[src/rtl/sha3_pkg.sv]
// Shared constants, state encoding and byte-count helper for the SHA3-256 padder.
package sha3_pkg;

   localparam int RATE_BYTES = 136;
   localparam int RATE_WORDS = 17;
   localparam logic [7:0] SHA3_DSUFFIX = 8'h06;
   localparam logic [7:0] SHA3_PAD_END = 8'h80;

   typedef enum logic [1:0] {
      ST_FILL  = 2'd0,
      ST_ISSUE = 2'd1,
      ST_ACK   = 2'd2,
      ST_PAD   = 2'd3
   } sha3_state_e;

   // Non-final words are always full; out-of-range counts saturate at a full word.
   function automatic logic [3:0] eff_bytes(input logic [3:0] nbytes, input logic last);
      logic [3:0] r;
      if (!last) begin
         r = 4'd8;
      end else if (nbytes > 4'd8) begin
         r = 4'd8;
      end else begin
         r = nbytes;
      end
      return r;
   endfunction

endpackage

[src/rtl/sha3_tail_pad.sv]
// Final-word masking: keeps the valid bytes, zeroes the rest and places the
// domain suffix in the first unused byte when one exists.
module sha3_tail_pad
   import sha3_pkg::*;
(
   input  logic [63:0] word,
   input  logic [3:0]  in_bytes,
   output logic [63:0] word_out,
   output logic        sfx_in_word
);

   // byte 0 sits in the top lane, so lane i covers [63-8i -: 8]
   always_comb begin
      word_out = 64'd0;
      for (int i = 0; i < 8; i++) begin
         if (4'(i) < in_bytes) begin
            word_out[63-8*i -: 8] = word[63-8*i -: 8];
         end else if (4'(i) == in_bytes) begin
            word_out[63-8*i -: 8] = SHA3_DSUFFIX;
         end else begin
            word_out[63-8*i -: 8] = 8'd0;
         end
      end
   end

   assign sfx_in_word = (in_bytes < 4'd8);

endmodule

[src/rtl/sha3_padder.sv]
// Packs 64-bit message words into SHA3-256 rate blocks, applies pad10*1 with the
// 0x06 domain suffix and hands each block to the hash core with a start pulse.
module sha3_padder #(
   parameter int RATE_BYTES = sha3_pkg::RATE_BYTES
)(
   input  logic                    clk,
   input  logic                    rst_n,
   input  logic [63:0]             in_data,
   input  logic                    in_valid,
   input  logic                    in_last,
   input  logic [3:0]              in_bytes,
   output logic                    in_ready,
   output logic [RATE_BYTES*8-1:0] blk_data,
   output logic                    blk_start,
   output logic                    blk_is_last,
   input  logic                    core_ready
);
   import sha3_pkg::*;

   localparam int BLK_W = RATE_BYTES * 8;
   localparam logic [BLK_W-1:0] PAD_BLK = {SHA3_DSUFFIX, {(BLK_W-16){1'b0}}, SHA3_PAD_END};

   sha3_state_e      state_r, state_d;
   logic [4:0]       word_cnt_r, word_cnt_d;
   logic             pad_pend_r, pad_pend_d;
   logic [BLK_W-1:0] blk_r, blk_d;
   logic             last_r, last_d;
   logic             start_r, start_d;
   logic             ready_r, ready_d;

   logic             accept_s;
   logic [3:0]       nbytes_s;
   logic [63:0]      tail_word_s;
   logic             sfx_in_word_s;
   logic [7:0]       p_s;
   logic [10:0]      slot_base_s;

   assign accept_s    = in_valid & ready_r;
   assign nbytes_s    = eff_bytes(in_bytes, in_last);
   assign p_s         = {word_cnt_r, 3'b000} + {4'd0, nbytes_s};
   assign slot_base_s = 11'(BLK_W - 1) - {word_cnt_r, 6'b000000};

   sha3_tail_pad u_tail_pad (
      .word        (in_data),
      .in_bytes    (nbytes_s),
      .word_out    (tail_word_s),
      .sfx_in_word (sfx_in_word_s)
   );

   // next-state, block assembly and output intent
   always_comb begin
      state_d    = state_r;
      word_cnt_d = word_cnt_r;
      pad_pend_d = pad_pend_r;
      blk_d      = blk_r;
      last_d     = last_r;
      start_d    = 1'b0;
      case (state_r)
         ST_FILL: begin
            if (accept_s) begin
               blk_d[slot_base_s -: 64] = tail_word_s;
               if (in_last) begin
                  state_d = ST_ISSUE;
                  if (p_s == 8'(RATE_BYTES)) begin
                     pad_pend_d = 1'b1;
                     last_d     = 1'b0;
                  end else begin
                     last_d = 1'b1;
                     // a full last word pushes the suffix into byte 0 of the next slot
                     if (sfx_in_word_s) begin
                        blk_d[7:0] = blk_d[7:0] ^ SHA3_PAD_END;
                     end else begin
                        blk_d[slot_base_s - 11'd64 -: 8] = SHA3_DSUFFIX;
                        blk_d[7:0] = blk_d[7:0] ^ SHA3_PAD_END;
                     end
                  end
               end else if (word_cnt_r == 5'(RATE_WORDS - 1)) begin
                  word_cnt_d = 5'd0;
                  last_d     = 1'b0;
                  state_d    = ST_ISSUE;
               end else begin
                  word_cnt_d = word_cnt_r + 5'd1;
               end
            end else begin
               state_d = ST_FILL;
            end
         end
         ST_ISSUE: begin
            if (core_ready) begin
               start_d = 1'b1;
               state_d = ST_ACK;
            end else begin
               state_d = ST_ISSUE;
            end
         end
         ST_ACK: begin
            // core_ready dropping marks the core's absorb cycle; the block is free after it
            if (!core_ready) begin
               blk_d      = {BLK_W{1'b0}};
               word_cnt_d = 5'd0;
               last_d     = 1'b0;
               state_d    = pad_pend_r ? ST_PAD : ST_FILL;
            end else begin
               state_d = ST_ACK;
            end
         end
         ST_PAD: begin
            blk_d      = PAD_BLK;
            last_d     = 1'b1;
            pad_pend_d = 1'b0;
            state_d    = ST_ISSUE;
         end
         default: begin
            state_d    = ST_FILL;
            word_cnt_d = 5'd0;
            pad_pend_d = 1'b0;
            blk_d      = {BLK_W{1'b0}};
            last_d     = 1'b0;
         end
      endcase
      ready_d = (state_d == ST_FILL);
   end

   // state and registered outputs
   always_ff @(posedge clk or negedge rst_n) begin
      if (!rst_n) begin
         state_r    <= ST_FILL;
         word_cnt_r <= 5'd0;
         pad_pend_r <= 1'b0;
         blk_r      <= {BLK_W{1'b0}};
         last_r     <= 1'b0;
         start_r    <= 1'b0;
         ready_r    <= 1'b0;
      end else begin
         state_r    <= state_d;
         word_cnt_r <= word_cnt_d;
         pad_pend_r <= pad_pend_d;
         blk_r      <= blk_d;
         last_r     <= last_d;
         start_r    <= start_d;
         ready_r    <= ready_d;
      end
   end

   assign in_ready    = ready_r;
   assign blk_data    = blk_r;
   assign blk_start   = start_r;
   assign blk_is_last = last_r;

endmodule

[config.mk]
export PLATFORM = sky130hd
export DESIGN_NAME = sha3_padder
export DESIGN_NICKNAME = d
export VERILOG_FILES = /design/src/rtl/sha3_pkg.sv /design/src/rtl/sha3_tail_pad.sv /design/src/rtl/sha3_padder.sv
export SDC_FILE = /design/constraint.sdc
export NUM_CORES = 2
export LEC_CHECK = 0
export BUFFER_PORTS_ARGS = -buffer_cell sky130_fd_sc_hd__clkbuf_2
export CAP_MARGIN = 5
export CORE_AREA = 10 10 448 450
export DETAILED_ROUTE_END_ITERATION = 7
export DIE_AREA = 0 0 458 460
export MAX_ROUTING_LAYER = met4
export SLEW_MARGIN = 10
export SYNTH_ARGS = -nofsm -noshare
export SYNTH_HDL_FRONTEND = slang
export SYNTH_SLANG_ARGS = --single-unit
export TNS_END_PERCENT = 10
[constraint.sdc]
create_clock -name clk -period 8.6 [get_ports clk]
set_clock_uncertainty 0.1 [all_clocks]
set_input_delay 0.86 -clock clk [delete_from_list [all_inputs] [get_ports clk]]
set_output_delay 0.86 -clock clk [all_outputs]
set_load 0.03 [all_outputs]
# == Yosys cells after proc, flatten, opt, wreduce, memory -nomap -nowiden ==
# Index checks and enable logic that the tools add are counted.
# classes
n_addsub,6
mul,0
div,0
order_cmp,10
n_eq_ne,18
shift,4
muxes,51
bitwise_logic,3
reduce_logical,10
# ops
operator,count
$mux 1088,4
$pmux 1088 s3,1
$bwmux 1088,2
$shift 64x13->1151 const A,1
$shiftx 64x13->1151,1
$shift 8x13->1095 const A,1
$shiftx 8x13->1095 const A,1
$mux 1080,1
$mux 8,9
$neg 11->13,2
$mux 3,8
$mux 5,4
$eq 3x4->1 const A,4
$lt 3x4->1 const A,4
$mux 2,6
$reduce_and 4->1,3
$sub 11x11->11 const A,1
$sub 11x7->11 const B,1
$mux 1,10
$ne 2x2->1 const B,5
$pmux 5 s2,1
$add 8x4->8,1
$eq 2x4->1 const A,2
$eq 8x8->1 const B,1
21 further kinds,28
# word_totals
ff_bits,1099
latch_bits,0
ram_bits,0
rom_bits,0
wordCells,109
memories,0

# == Longest topological paths before layout ==
# depth
depth_word,15
depth_mapped,17
depth_no_buf,11

# == Modules after synthesis ==
# A second synthesis with hierarchy kept.
# unflattened
cells_unflattened,5257
hier_area_um2,47717.0
# modules_own_cells
mod,instances,cells_each,area_per_inst_um2,seq_area_each_um2
sha3_padder,1,5160,47061.4,27501.4
sha3_tail_pad,1,97,655.6,0.0

# == Worst setup path after synthesis ==
# No wires, ideal clock.
# synth_path
path_kind,input to register
from,input in_last
to,"register blk_r[248], in the netlist blk_data[248]"
t_arrival_ns,3.536
path_slack_ns,4.817
cell_stages,12
n_path_buf,2
cell_sequence,clkbuf_1 -> nor2b_1 -> inv_1 -> clkbuf_1 -> ha_1 -> ha_1 -> xor2_1 -> and3_1 -> o21ai_1 -> nand3b_1 -> o21ai_0 -> a21oi_1
# synth_via
elab_chain_cells,12
elab_cells_between_ends,44
cone_classes,add/sub: 1; order compare: 9; eq/ne: 8; shift: 1; mux: 24; reduce/logical: 1
# synth_lines
element,line_no,text
"start, declared",sha3_padder.sv:10,"input logic in_last,"
branches (longest 9 deep; another with $lt 3x4->1),--,
$mux 1088 *,sha3_padder.sv:62,if (in_last) begin
$mux 1088 *,sha3_padder.sv:60,if (accept_s) begin
$pmux 1088 s3 *,sha3_padder.sv:58,case (state_r)
"end signal, assigned",sha3_padder.sv:130,blk_r <= {BLK_W{1'b0}};
"end signal, assigned",sha3_padder.sv:138,blk_r <= blk_d;
"end, declared",sha3_padder.sv:26,"logic [BLK_W-1:0] blk_r, blk_d;"
# Mark *: on every way between the ends. The select of a mux whose other input is x is not followed.
# A chain may end at the register's enable or synchronous reset.

# == Worst setup path in the final report ==
# layout_path
from,register word_cnt_r[0]
to,"register blk_r[504], in the netlist blk_data[504]"
# layout_via
elab_chain_cells,10
elab_cells_between_ends,17
cone_classes,add/sub: 5; eq/ne: 1; shift: 4; mux: 7
# layout_lines
element,line_no,text
"start, declared",sha3_padder.sv:24,"logic [4:0] word_cnt_r, word_cnt_d;"
"start signal, assigned",sha3_padder.sv:136,word_cnt_r <= word_cnt_d;
$sub 11x11->11,sha3_padder.sv:41,"assign slot_base_s = 11'(BLK_W - 1) - {word_cnt_r, 6'b000000};"
$sub 11x7->11 or $neg 11->13 (tied branches),"sha3_padder.sv:73, sha3_padder.sv:61",
$neg 11->13 (tied with other cells),sha3_padder.sv:73,blk_d[slot_base_s - 11'd64 -: 8] = SHA3_DSUFFIX;
$shiftx 8x13->1095 (tied with other cells),sha3_padder.sv:73,
$bwmux 1088,sha3_padder.sv:73,
$mux 1080,sha3_padder.sv:70,if (sfx_in_word_s) begin
$mux 1088,sha3_padder.sv:64,if (p_s == 8'(RATE_BYTES)) begin
$mux 1088 *,sha3_padder.sv:62,
$mux 1088 *,sha3_padder.sv:60,
$pmux 1088 s3 *,sha3_padder.sv:58,
# Mark *: on every way between the ends. The rest lies on a longest branch, timed or not. The select of a mux whose other input is x is not followed.

==> flow_summary.yaml <==
clock_tree:
  clk_latency_ns: 0.81
  cts_sinks: 1099
  cts_buffers: 131
  cts_tree: "built"
  cts-resized-gates: 0
  clk_pin_slew_ns: 0.06
  cts.root.buffer_cell: "clkbuf_16"
  h-tree-depth: 4
  cts_max_path_buffers: 3
placement:
  postPlaceCellArea_um2: 54130
  port_buffers: 1163
  gp_congestion: 0.8802
  dp_hpwl_mm: 191.1
worst_hold_path:
  hold_path_class: "in2reg"
  hp-start: "core_ready"
critical_path:
  r2r_start: "word_cnt_r[0]"
  cp.required_ns: 9.14
  crit_path_start: "word_cnt_r[0]"
  arrival_ns: 6.24
  critPathMaxFanout: 27
  path_class: "reg2reg"
  worstSetupEndpointType: "flop"
  cp-start-kind: "flop"
detailed_routing:
  via_per_inst: 5.010
  first_pass_iters: 6
  drc: 0
  routed_wl_mm: 268.6
  drt_iter0_drc: 4872
  vias: 44175
  post_drt_wl_per_cell_um: 30.46
  drtAntennaViolNets: 0
job:
  maxCapViolations: 0
sta:
  worst_pin_slew_ns: 1.316
  max_freq_mhz: 175.6
  relSlewSlack_pct: 11.95
  hold_viol: 0
  setup-violations-final: 0
  setup_tns_ns: 0
  slew_violations: 0
  fin_crit_sh_pct: 66.22
  min_period_ns: 5.695
  rsz0062_at_grt: "false"
logic_synthesis:
  ys_ff_latch: 1099
  netlist.area_leader.share_pct: 60.64
  syn_nets: 5175
  syn_inst: 5093
  synth_edf_count: 0
  synthArstFlopShare_pct: 100.0
  synth.avg_cell_area_um2: 8.905
  synth_area_leader_cell: "dfrtp_1"
  syn-cell-area_um2: 45350
  synth-seq-area-share_pct: 60.64
  synth_cell_type_count: 63
  ys_top_cells_by_area: "dfrtp_1 (61%), nand2_1 (15%), a21oi_1 (10%)"
  synth_ff_type: "dfrtp_1"
  yosysWarnings: 0
global_route:
  top_usage_layer: "met2"
  grt_max_degree: 160
  grt_util_met1_pct: 29.66
  overflow: 0
  antenna_found_initial: 43
  grt_pass1_wl_mm: 361.3
  grt.total_usage_pct: 25.08
  grt.met2_usage_pct: 37.83
  globalRouteMet3Util_pct: 9.299
  grt_pass1_vias: 43338
cells_and_area:
  layout-drive-gt1-share_pct: 25.30
  syn2layout_area_growth_pct: 29.63
  final_nets: 6213
  fin_area_um2: 58790
  fillers: 20290
die:
  coreArea_um2: 191600
  rows: 161
  die_area_um2: 210700
  die_h_um: 460
  die_w_um: 458
  pin_count: 1164
  initial_core_util_pct: 23.67
power:
  power_density_nw_per_um2: 345.7
  leakagePower_nw: 28.16
  ir_drop_mv: 0.1887
run_status:
  status: "finished clean"
[area by class of cell]
| cell class | instances | area, um^2 | area share [%] |
|---|---|---|---|
| flip-flops and latches | 1099 | 27500 | 46.78 |
| multi-input cells | 3609 | 16650 | 28.32 |
| repair buffers | 1278 | 6784 | 11.54 |
| clock buffers | 183 | 3725 | 6.336 |
| well taps | 2526 | 3161 | 5.376 |
| clock inverters | 45 | 762.0 | 1.296 |
| diodes | 66 | 165.2 | 0.2809 |
| inverters | 12 | 45.04 | 0.07662 |
[placed cells by master (no fill, tap or decap), types with 9 or more instances in the layout]
cell,count
a211oi_1,13
a21oi_1,910
a21oi_4,9
a221o_1,25
a22o_1,70
and3_1,44
buf_4,107
bufinv_16,14
clkbuf_1,28
clkbuf_16,132
clkbuf_2,1162
clkbuf_8,23
dfrtp_1,1099
diode_2,66
inv_1,11
nand2_1,1819
nand2_2,28
nand3_1,27
nor2_1,390
nor2b_1,9
nor3_1,50
o21ai_0,24
o21ai_1,13
o2bb2ai_1,21
or3_1,20
or3_2,10
[kinds of logic after synthesis]
| family | share of synthesized area [%] |
|---|---|
| AND/OR/NAND/NOR | 21.49 |
| AO/OA/AOI/OAI | 13.99 |
| flip-flops | 60.64 |
| buffers and inverters | 3.451 |
| adder cells (fa/ha/maj) | 0.2483 |
| XOR/XNOR | 0.1159 |
| multiplexers | 0.07173 |
[stage by stage]
| step | utilization, % | total power, W | worst slack, ns | hold WS [ns] | instances |
|---|---|---|---|---|---|
| final | 30.69 | 0.02032 | 2.905 | 0.3548 | 8818 |
| after global routing | 30.63 | 0.02112 | 2.529 | 0.3107 | 8774 |
| after CTS | 30.60 | 0.02047 | 2.795 | 0.2686 | 8752 |
| after detailed placement | 28.26 | 0.01453 | 2.830 | 0.3757 | 8523 |
| after global placement | 28.25 | 0.01443 | 3.191 | 0.3678 | 8523 |
| after floorplan | - | 0.01097 | 4.817 | 0.3956 | 5093 |
[timing repair]
item / 4_1_cts / 5_1_grt
hold buffers: 1 / 0
endpoints found under the hold margin: 32 / 0
buffers inserted: 0 / 0
[Yosys cell counts (all sizes together), types with 2 or more instances]
cell type	instances
o221a	2
a221o	25
clkbuf	271
xnor2	3
a211o	6
nand3b	2
mux2i	2
or2	10
and2	4
o21a	8
or3	31
a22oi	2
and3	45
a211oi	13
a31o	4
nor3b	3
nor2b	9
nand3	28
nand2	1849
dfrtp	1099
or3b	2
nand2b	5
a21oi	921
o32a	2
nor4b	2
nor3	62
buf	102
o21ai	40
inv	11
nor2	397
a32o	4
nand4	3
o211ai	3
ha	9
xor2	3
o31ai	3
a22o	70
o2bb2ai	21
nand4b	4
o21bai	2
[report_power, final]
group	internal [W]	total (W)	switching (W)
Combinational	0.00153	0.00767	0.00613
Clock	0.00347	0.00591	0.00244
Sequential	0.00606	0.00674	0.000681
Total	0.0111	0.0203	0.00925
[metal layers]
layer | wire length [um] | share of wire [%] | up-vias
li1 | - | - | 18850
met1 | 103900 | 39 | 22351
met2 | 121900 | 45 | 2542
met3 | 29920 | 11 | 432
met4 | 12850 | 4.8 | 0
met5 | 0 | 0 | -
[state kept, by name, summed over array words and instances (netlist names)]
register and count:
blk_data 1088, word_cnt_r 5, state_r 2, blk_is_last 1, blk_start 1, in_ready 1
pad_pend_r 1
[final timing paths]
kind,cells after the start,to,slack (ns)
setup reg to reg,10,blk_data[504],2.90
setup / recovery,10,blk_data[504],2.90
hold / removal,3,state_r[1],0.35
max in group asynchronous,4,blk_data[885],5.64
hold reg to reg,1,blk_data[801],0.39
min in group asynchronous,2,blk_data[465],0.57
[critical path, stage by stage (launching register included)]
cell and delay (ns):
dfrtp_1 0.78, inv_1 0.37, ha_1 0.45, nor2b_1 0.24, and2_1 0.22, ha_2 0.78, clkinv_1 0.43, xnor2_1 0.39
nand4b_2 0.69, o21ai_1 0.90, nor3_1 0.16
Note: power is estimated with default switching activity, not from simulation.
